$ cat config.mk
export PLATFORM = sky130hd
export DESIGN_NAME = gray_sync_decoder
export DESIGN_NICKNAME = d
export VERILOG_FILES = /design/src/rtl/gray_sync_decoder.sv
export SDC_FILE = /design/constraint.sdc
export NUM_CORES = 1
export LEC_CHECK = 0
export ABC_AREA = 1
export CAP_MARGIN = 15
export CELL_PAD_IN_SITES_DETAIL_PLACEMENT = 0
export CELL_PAD_IN_SITES_GLOBAL_PLACEMENT = 1
export CORE_MARGIN = 2
export CORE_UTILIZATION = 25
export CTS_BUF_LIST = sky130_fd_sc_hd__clkbuf_8 sky130_fd_sc_hd__clkbuf_16
export CTS_CLUSTER_DIAMETER = 150
export CTS_CLUSTER_SIZE = 14
export DETAILED_ROUTE_END_ITERATION = 8
export PLACE_DENSITY = 0.49
export SLEW_MARGIN = 20
export SYNTH_ARGS = -nofsm -noshare
export SYNTH_HDL_FRONTEND = slang
export SYNTH_SLANG_ARGS = --single-unit
$ cat constraint.sdc
create_clock -name clk -period 3.75 [get_ports clk]
set_clock_uncertainty 0.2 [all_clocks]
set_input_delay 0.5625 -clock clk [delete_from_list [all_inputs] [get_ports clk]]
set_output_delay 0.5625 -clock clk [all_outputs]
set_load 0.01 [all_outputs]
$ cat src/rtl/gray_sync_decoder.sv
// Synchronizes an asynchronous Gray count, decodes it to binary and polices single-step transitions.
// Optional macro GRAY_DEC_DIR_EN accepts legal down steps and adds the dir output.
module gray_sync_decoder #(
  parameter int WIDTH       = 4,
  parameter int SYNC_STAGES = 2,
  parameter int CNT_W       = 16
) (
  input  logic             clk,
  input  logic             rst,
  input  logic [WIDTH-1:0] g_in,
  input  logic             err_clr,
  output logic [WIDTH-1:0] b_out,
  output logic             upd,
  output logic             locked,
  output logic             err,
  output logic [CNT_W-1:0] step_cnt,
`ifdef GRAY_DEC_DIR_EN
  output logic             dir,
`endif
  output logic [1:0]       dbg_state
);

  typedef enum logic [1:0] {
    ST_INIT = 2'd0,
    ST_LOAD = 2'd1,
    ST_RUN  = 2'd2
  } state_e;

  localparam int WAIT_W = $clog2(SYNC_STAGES);

  state_e            state_q, state_d;
  logic [WAIT_W-1:0] wait_q, wait_d;
  logic [WIDTH-1:0]  sync_q [SYNC_STAGES];
  logic [WIDTH-1:0]  g_prev_q, g_prev_d;
  logic [WIDTH-1:0]  b_q, b_d;
  logic              upd_q, upd_d;
  logic              locked_q, locked_d;
  logic              err_q, err_d;
  logic [CNT_W-1:0]  cnt_q, cnt_d;
`ifdef GRAY_DEC_DIR_EN
  logic              dir_q, dir_d;
  logic              down_step;
`endif

  logic [WIDTH-1:0]  g_s;
  logic [WIDTH-1:0]  b_new;
  logic [WIDTH-1:0]  diff;
  logic [WIDTH-1:0]  delta;
  logic              changed;
  logic              one_hot;
  logic              up_step;

  // Plain flop chain: nothing may sit between stages or metastability settling time is lost.
  always_ff @(posedge clk or posedge rst) begin
    if (rst) begin
      for (int i = 0; i < SYNC_STAGES; i++) sync_q[i] <= '0;
    end else begin
      sync_q[0] <= g_in;
      for (int i = 1; i < SYNC_STAGES; i++) sync_q[i] <= sync_q[i-1];
    end
  end

  assign g_s = sync_q[SYNC_STAGES-1];

  always_comb begin
    b_new = '0;
    for (int i = 0; i < WIDTH; i++) b_new[i] = ^(g_s >> i);
  end

  assign diff    = g_s ^ g_prev_q;
  assign changed = |diff;
  assign one_hot = changed && ((diff & (diff - WIDTH'(1))) == '0);
  assign delta   = b_new - b_q;
  assign up_step = one_hot && (delta == WIDTH'(1));
`ifdef GRAY_DEC_DIR_EN
  assign down_step = one_hot && (delta == '1);
`endif

  always_comb begin
    state_d  = state_q;
    wait_d   = wait_q;
    g_prev_d = g_prev_q;
    b_d      = b_q;
    upd_d    = 1'b0;
    locked_d = locked_q;
    err_d    = err_clr ? 1'b0 : err_q;
    cnt_d    = cnt_q;
`ifdef GRAY_DEC_DIR_EN
    dir_d    = dir_q;
`endif
    unique case (state_q)
      ST_INIT: begin
        if (wait_q == WAIT_W'(SYNC_STAGES - 1)) state_d = ST_LOAD;
        else wait_d = wait_q + WAIT_W'(1);
      end
      ST_LOAD: begin
        b_d      = b_new;
        g_prev_d = g_s;
        locked_d = 1'b1;
        state_d  = ST_RUN;
      end
      ST_RUN: begin
        g_prev_d = g_s;
        if (changed) begin
          b_d   = b_new;
          upd_d = 1'b1;
          if (up_step) begin
            if (cnt_q != '1) cnt_d = cnt_q + CNT_W'(1);
`ifdef GRAY_DEC_DIR_EN
            dir_d = 1'b1;
          end else if (down_step) begin
            if (cnt_q != '1) cnt_d = cnt_q + CNT_W'(1);
            dir_d = 1'b0;
`endif
          end else begin
            // A new violation overrides a coincident err_clr.
            err_d = 1'b1;
          end
        end
      end
      default: state_d = ST_INIT;
    endcase
  end

  always_ff @(posedge clk or posedge rst) begin
    if (rst) begin
      state_q  <= ST_INIT;
      wait_q   <= '0;
      g_prev_q <= '0;
      b_q      <= '0;
      upd_q    <= 1'b0;
      locked_q <= 1'b0;
      err_q    <= 1'b0;
      cnt_q    <= '0;
`ifdef GRAY_DEC_DIR_EN
      dir_q    <= 1'b0;
`endif
    end else begin
      state_q  <= state_d;
      wait_q   <= wait_d;
      g_prev_q <= g_prev_d;
      b_q      <= b_d;
      upd_q    <= upd_d;
      locked_q <= locked_d;
      err_q    <= err_d;
      cnt_q    <= cnt_d;
`ifdef GRAY_DEC_DIR_EN
      dir_q    <= dir_d;
`endif
    end
  end

  assign b_out     = b_q;
  assign upd       = upd_q;
  assign locked    = locked_q;
  assign err       = err_q;
  assign step_cnt  = cnt_q;
  assign dbg_state = state_q;
`ifdef GRAY_DEC_DIR_EN
  assign dir       = dir_q;
`endif

endmodule

* After elaboration in Yosys (flattened, before gate mapping)
Cells that the tools add are included.
Word-level totals: input bits 7, output and inout bits 25, register bits after elaboration 38
Cells by class: add/sub/neg operators 4, equal/unequal tests 6, multiplexer cells 11, bitwise operators 3, reduce and logical (&&, ||, !) cells 14
Operators by type and width (count):
- 16-bit by 1-bit adder with 16-bit output (second input constant) | 1
- 16-bit != test (second input constant) | 1
- 4-bit parity | 4
- 4-bit one-hot mux with 2 select lines | 1
- 1-bit two-way mux | 7
- 2-bit one-hot mux with 3 select lines | 1
- 4-bit bitwise AND | 1
- 4-bit by 1-bit == test with 1-bit output (second input constant) | 1
- 4-bit logical NOT | 1
- 4-bit two-way mux | 1
- 2-bit != test (second input constant) | 2
- 2-bit AND reduction | 2
- 4-bit AND reduction | 1
- 4-bit OR reduction | 1
- 4-bit by 1-bit subtractor with 4-bit output (second input constant) | 1
- 4-bit subtractor | 1
- 4-bit XOR | 1
- 2-bit by 1-bit == test with 1-bit output (second input constant) | 1
- 2-bit == test (second input constant) | 1
- 1-bit logical AND | 2
- 2-bit logical NOT | 1
- 2-bit two-way mux | 1
- 2-bit nonzero test | 1
- 2-bit OR reduction | 1
- other kinds (2) | 2

* Longest topological paths before layout
depth after elaboration 9, gate-level depth with buffers 18

* Worst setup path before layout
No wires, ideal clock.
path type register -> register, start point register sync_q, in the netlist g_s[3], end point register cnt_q[0], in the netlist step_cnt[0], clock period less this slack 2.902 ns, cell stages (with the launch flop) 18, buffers on the path 1, library setup time 0.116 ns, slack 0.848 ns, data arrival time 2.586 ns, path through dfrtp_1 -> inv_2 -> nand2_1 -> nand2_1 -> xor2_2 -> inv_1 -> nand2_1 -> nand2_1 -> ha_1 -> fa_1 -> nand3_1 -> nor2_1 -> nand3_4 -> nor2_8 -> nand3_4 -> buf_12 -> nand2_2 -> nand2_2
On the way: longest elaborated chain between the ends 7, elaborated cells between the ends (all ways) 14, classes of those cells add/sub: 2; eq/ne: 1; bitwise: 2; reduce/logical: 9
RTL lines:
- from (decl) | RTL line 33 | logic [WIDTH-1:0] sync_q [SYNC_STAGES];
- 4-bit XOR | RTL line 70 | assign diff = g_s ^ g_prev_q;
- 4-bit by 1-bit subtractor with 4-bit output | RTL line 72 | assign one_hot = changed && ((diff & (diff - WIDTH'(1))) == '0);
- 4-bit bitwise AND | RTL line 72
- 4-bit logical NOT | RTL line 72
- 1-bit logical AND | RTL line 72
- 1-bit logical AND | RTL line 74 | assign up_step = one_hot && (delta == WIDTH'(1));
- 4-bit AND reduction (no source line) *
- to (signal assigned) | RTL line 146 | cnt_q <= cnt_d;
- to (decl) | RTL line 39 | logic [CNT_W-1:0] cnt_q, cnt_d;
Mark *: on every way between the ends. The rest lies on a longest branch, timed or not. A chain may end at the register's enable or synchronous reset.

* Worst setup path after layout
start point register sync_q, in the netlist g_s[3], end point register cnt_q[11], in the netlist step_cnt[11]
Same word-level chain as after synthesis.

==> results.yml <==
status:
  status: "finished, final reports clean"
floorplanning:
  die_h_um: 100
  pin_count: 32
  core_um2: 9110
  die_w_um: 100
  initial_core_util: 0.255
  die_area_um2: 10100
  rows: 35
drt:
  drc: 0
  drt_iter0_markers: 146
  vias_per_cell: 4.25
  dr.pass1.iters: 4
  ant_nets: 0
  wl_per_cell_um: 12.5
  routed_wl_um: 5440
  via_count: 1849
worst_hold_path:
  hold_depth: 0
  hold_class: "reg2reg"
  hp-start: "sync_q[7]"
  hold_end: "g_s[3]"
global_route:
  antenna_found_initial: 0
  grtUsageTotal: 0.118
  grt_pass1_wl_um: 9390
  grt_overflow_total: 0
  grt_pass1_vias: 1826
  grt_max_degree: 23
clock_tree:
  clkSlewWorstSetupHoldPaths_ns: 0.08
  cts_tree: "built"
  cts_setup_buffers: 0
  cts_buffer_depth: 2
  clock_sinks: 38
  hold_buffers: 0
  htree_levels: 2
  cts_root_buffer: "clkbuf_8"
  cts_resized: 0
  cts_made_buffers: 5
  insertion_delay_ns: 0.29
timing:
  hold_viol: 0
  timing.final.crit_share: 0.858
  max_freq_ghz: 0.311
  fin_tns_setup_ns: 0
  max_slew_margin: 0.390
  finalMaxSlewViolations: 0
  fin_ws_ns: 0.533
  period_needed_ns: 3.22
  finalSetupViolations: 0
  tightest_slew_ns: 0.913
  rsz0062_at_grt: "false"
synthesis:
  synthMuxAreaShare: 0.00485
  synth_edf_count: 0
  async_flop_share: 1.00
  synth.net_count: 302
  avgSynthCellArea_um2: 8.12
  ys.flop_type: "dfrtp_1"
  netlist_area_um2: 2320
  yosys_warnings: 0
  synth-xor-area-share: 0.0334
  yosys.area_share.simple: 0.399
  synth-seq-cells: 38
  syn_inst: 286
  synth_top_family_by_area: "simple AND/OR/NAND/NOR gates"
  synthDistinctLibCells: 28
  synthTopCellsByArea: "dfrtp_1, nand2_1, nand2_2"
  synth_top_area_cell: "dfrtp_1"
  seq_area_frac_synth: 0.409
  netlist.area_leader.share: 0.409
  synthAdderAreaFrac: 0.0517
  synth_compound_area_frac: 0.0318
flow_run:
  cap_viol_max_count: 0
pwr:
  swShare: 0.278
  power_frac_clock: 0.401
  seqPwrFrac: 0.418
  p_per_area_nw_per_um2: 384
  p_leak_uw: 0.00137
  p_int_uw: 803
  comb_power_share: 0.181
  p_sw_uw: 309
  p_total_uw: 1110
  ir_drop_v: 0.000104
placed_design:
  portBuffers: 31
  place_hpwl_um: 3950
  dp_slack_ns: 0.526
  gp_congestion: 0.762
setup_path:
  crit_path_top_delay_cell: "fa_1"
  ff2ff_setup_slack_ns: 0.53
  crit_fanout: 16
  reg2reg_from: "g_s[3]"
  cp.buffers_inverters: 2
  path_cells: "inv_2 > nand2_1 > nand2_1 > xor2_2 > inv_1 > nand2_1 > nand2_1 > ha_1 > fa_1 > nand3_1 > nor2_1 > nand3_4 > nor2_8 > nand3_4 > nand2_1 > nand2_1"
  required_ns: 3.74
  cp_top_family: "simple AND/OR/NAND/NOR gates"
  r2r-end: "step_cnt[11]"
  cp-end-kind: "flip-flop"
  rr_worst_depth: 16
  cp_common_cell: "nand2_1"
  worstPathArrival_ns: 3.21
  cpPeakStageDelay_ns: 0.51
  criticalPathCategory: "reg2reg"
  start_kind: "flip-flop"
final_layout:
  n_antenna_cell: 0
  area_delta_synth_final_pct: 24.8
  fin_nets: 339
  drive_gt1_frac: 0.179
  layout_commonest_cell: "nand2_1"
  multi_input_area_um2: 1210
  fillers: 980
  final_cell_mix: "nand2_1, dfrtp_1, clkdlybuf4s50_1"
  final-seq-area_um2: 951
[stage by stage]
step           hold WS (ns)  area [µm²]  std cells   util
2_1_floorplan         0.131        2320        286      -
3_3_place_gp          0.131        2760        427  0.303
3_5_place_dp          0.135        2760        427  0.303
4_1_cts               0.155        2900        435  0.318
5_1_grt               0.173        2900        435  0.318
6_report              0.153        2900        435  0.318
[cells in the mapped netlist (3+ instances only)]
cell / count
nand3_1: 8
nor2_4: 5
o21ai_0: 10
ha_1: 8
inv_1: 28
inv_2: 5
nand2_1: 91
xnor2_1: 4
dfrtp_1: 38
nor2_1: 18
xor2_1: 3
nand4_1: 21
a21oi_1: 3
nand2_2: 25
[power by group through the flow]
| stage | sequential (µW) | clock [µW] | combinational [µW] |
|---|---|---|---|
| 2_1_floorplan | 475 | 0 | 129 |
| 3_3_place_gp | 474 | 0 | 206 |
| 3_5_place_dp | 473 | 0 | 205 |
| 4_1_cts | 464 | 461 | 206 |
| 5_1_grt | 471 | 479 | 226 |
| 6_report | 465 | 446 | 202 |
[worst max-delay path by stage]
| stage | slack [ns] | from | cells after the start | to |
|---|---|---|---|---|
| 2_1_floorplan | 0.85 | g_s[3] | 17 | step_cnt[0] |
| 3_3_place_gp | 0.61 | g_s[3] | 16 | step_cnt[13] |
| 3_5_place_dp | 0.53 | g_s[3] | 16 | step_cnt[11] |
| 4_1_cts | 0.50 | g_s[3] | 16 | step_cnt[11] |
| 5_1_grt | 0.27 | g_s[3] | 16 | step_cnt[12] |
| 6_report | 0.53 | g_s[3] | 16 | step_cnt[11] |
[logic make-up after synthesis]
| kind of cell | Yosys count |
|---|---|
| compound gates | 14 |
| buf+inv | 37 |
| fa+ha+maj | 9 |
| xor+xnor | 8 |
| flops | 38 |
| mux | 1 |
| simple gates | 179 |
[state kept, by name (all words and copies together) (netlist names), 2 cells and up]
signal / cells
step_cnt: 16
b_out: 4
g_prev_q: 4
g_s: 4
sync_q: 4
dbg_state: 2
[final cells by class]
cell class / instances / area share
flip-flops and latches: 38 / 0.328
multi-input cells: 211 / 0.417
inverters: 33 / 0.0427
well taps: 111 / 0.0479
repair buffers: 34 / 0.115
clock buffers: 6 / 0.0285
clock inverters: 2 / 0.0207
[metal layers]
layer | share of wire | track usage | up-vias
li1 | - | - | 981
met1 | 0.55 | 0.180 | 827
met2 | 0.40 | 0.164 | 35
met3 | 0.035 | 0.0244 | 6
met4 | 0.014 | 0.0379 | 0
met5 | 0 | 0 | -
(Power assumes the default switching activity.)
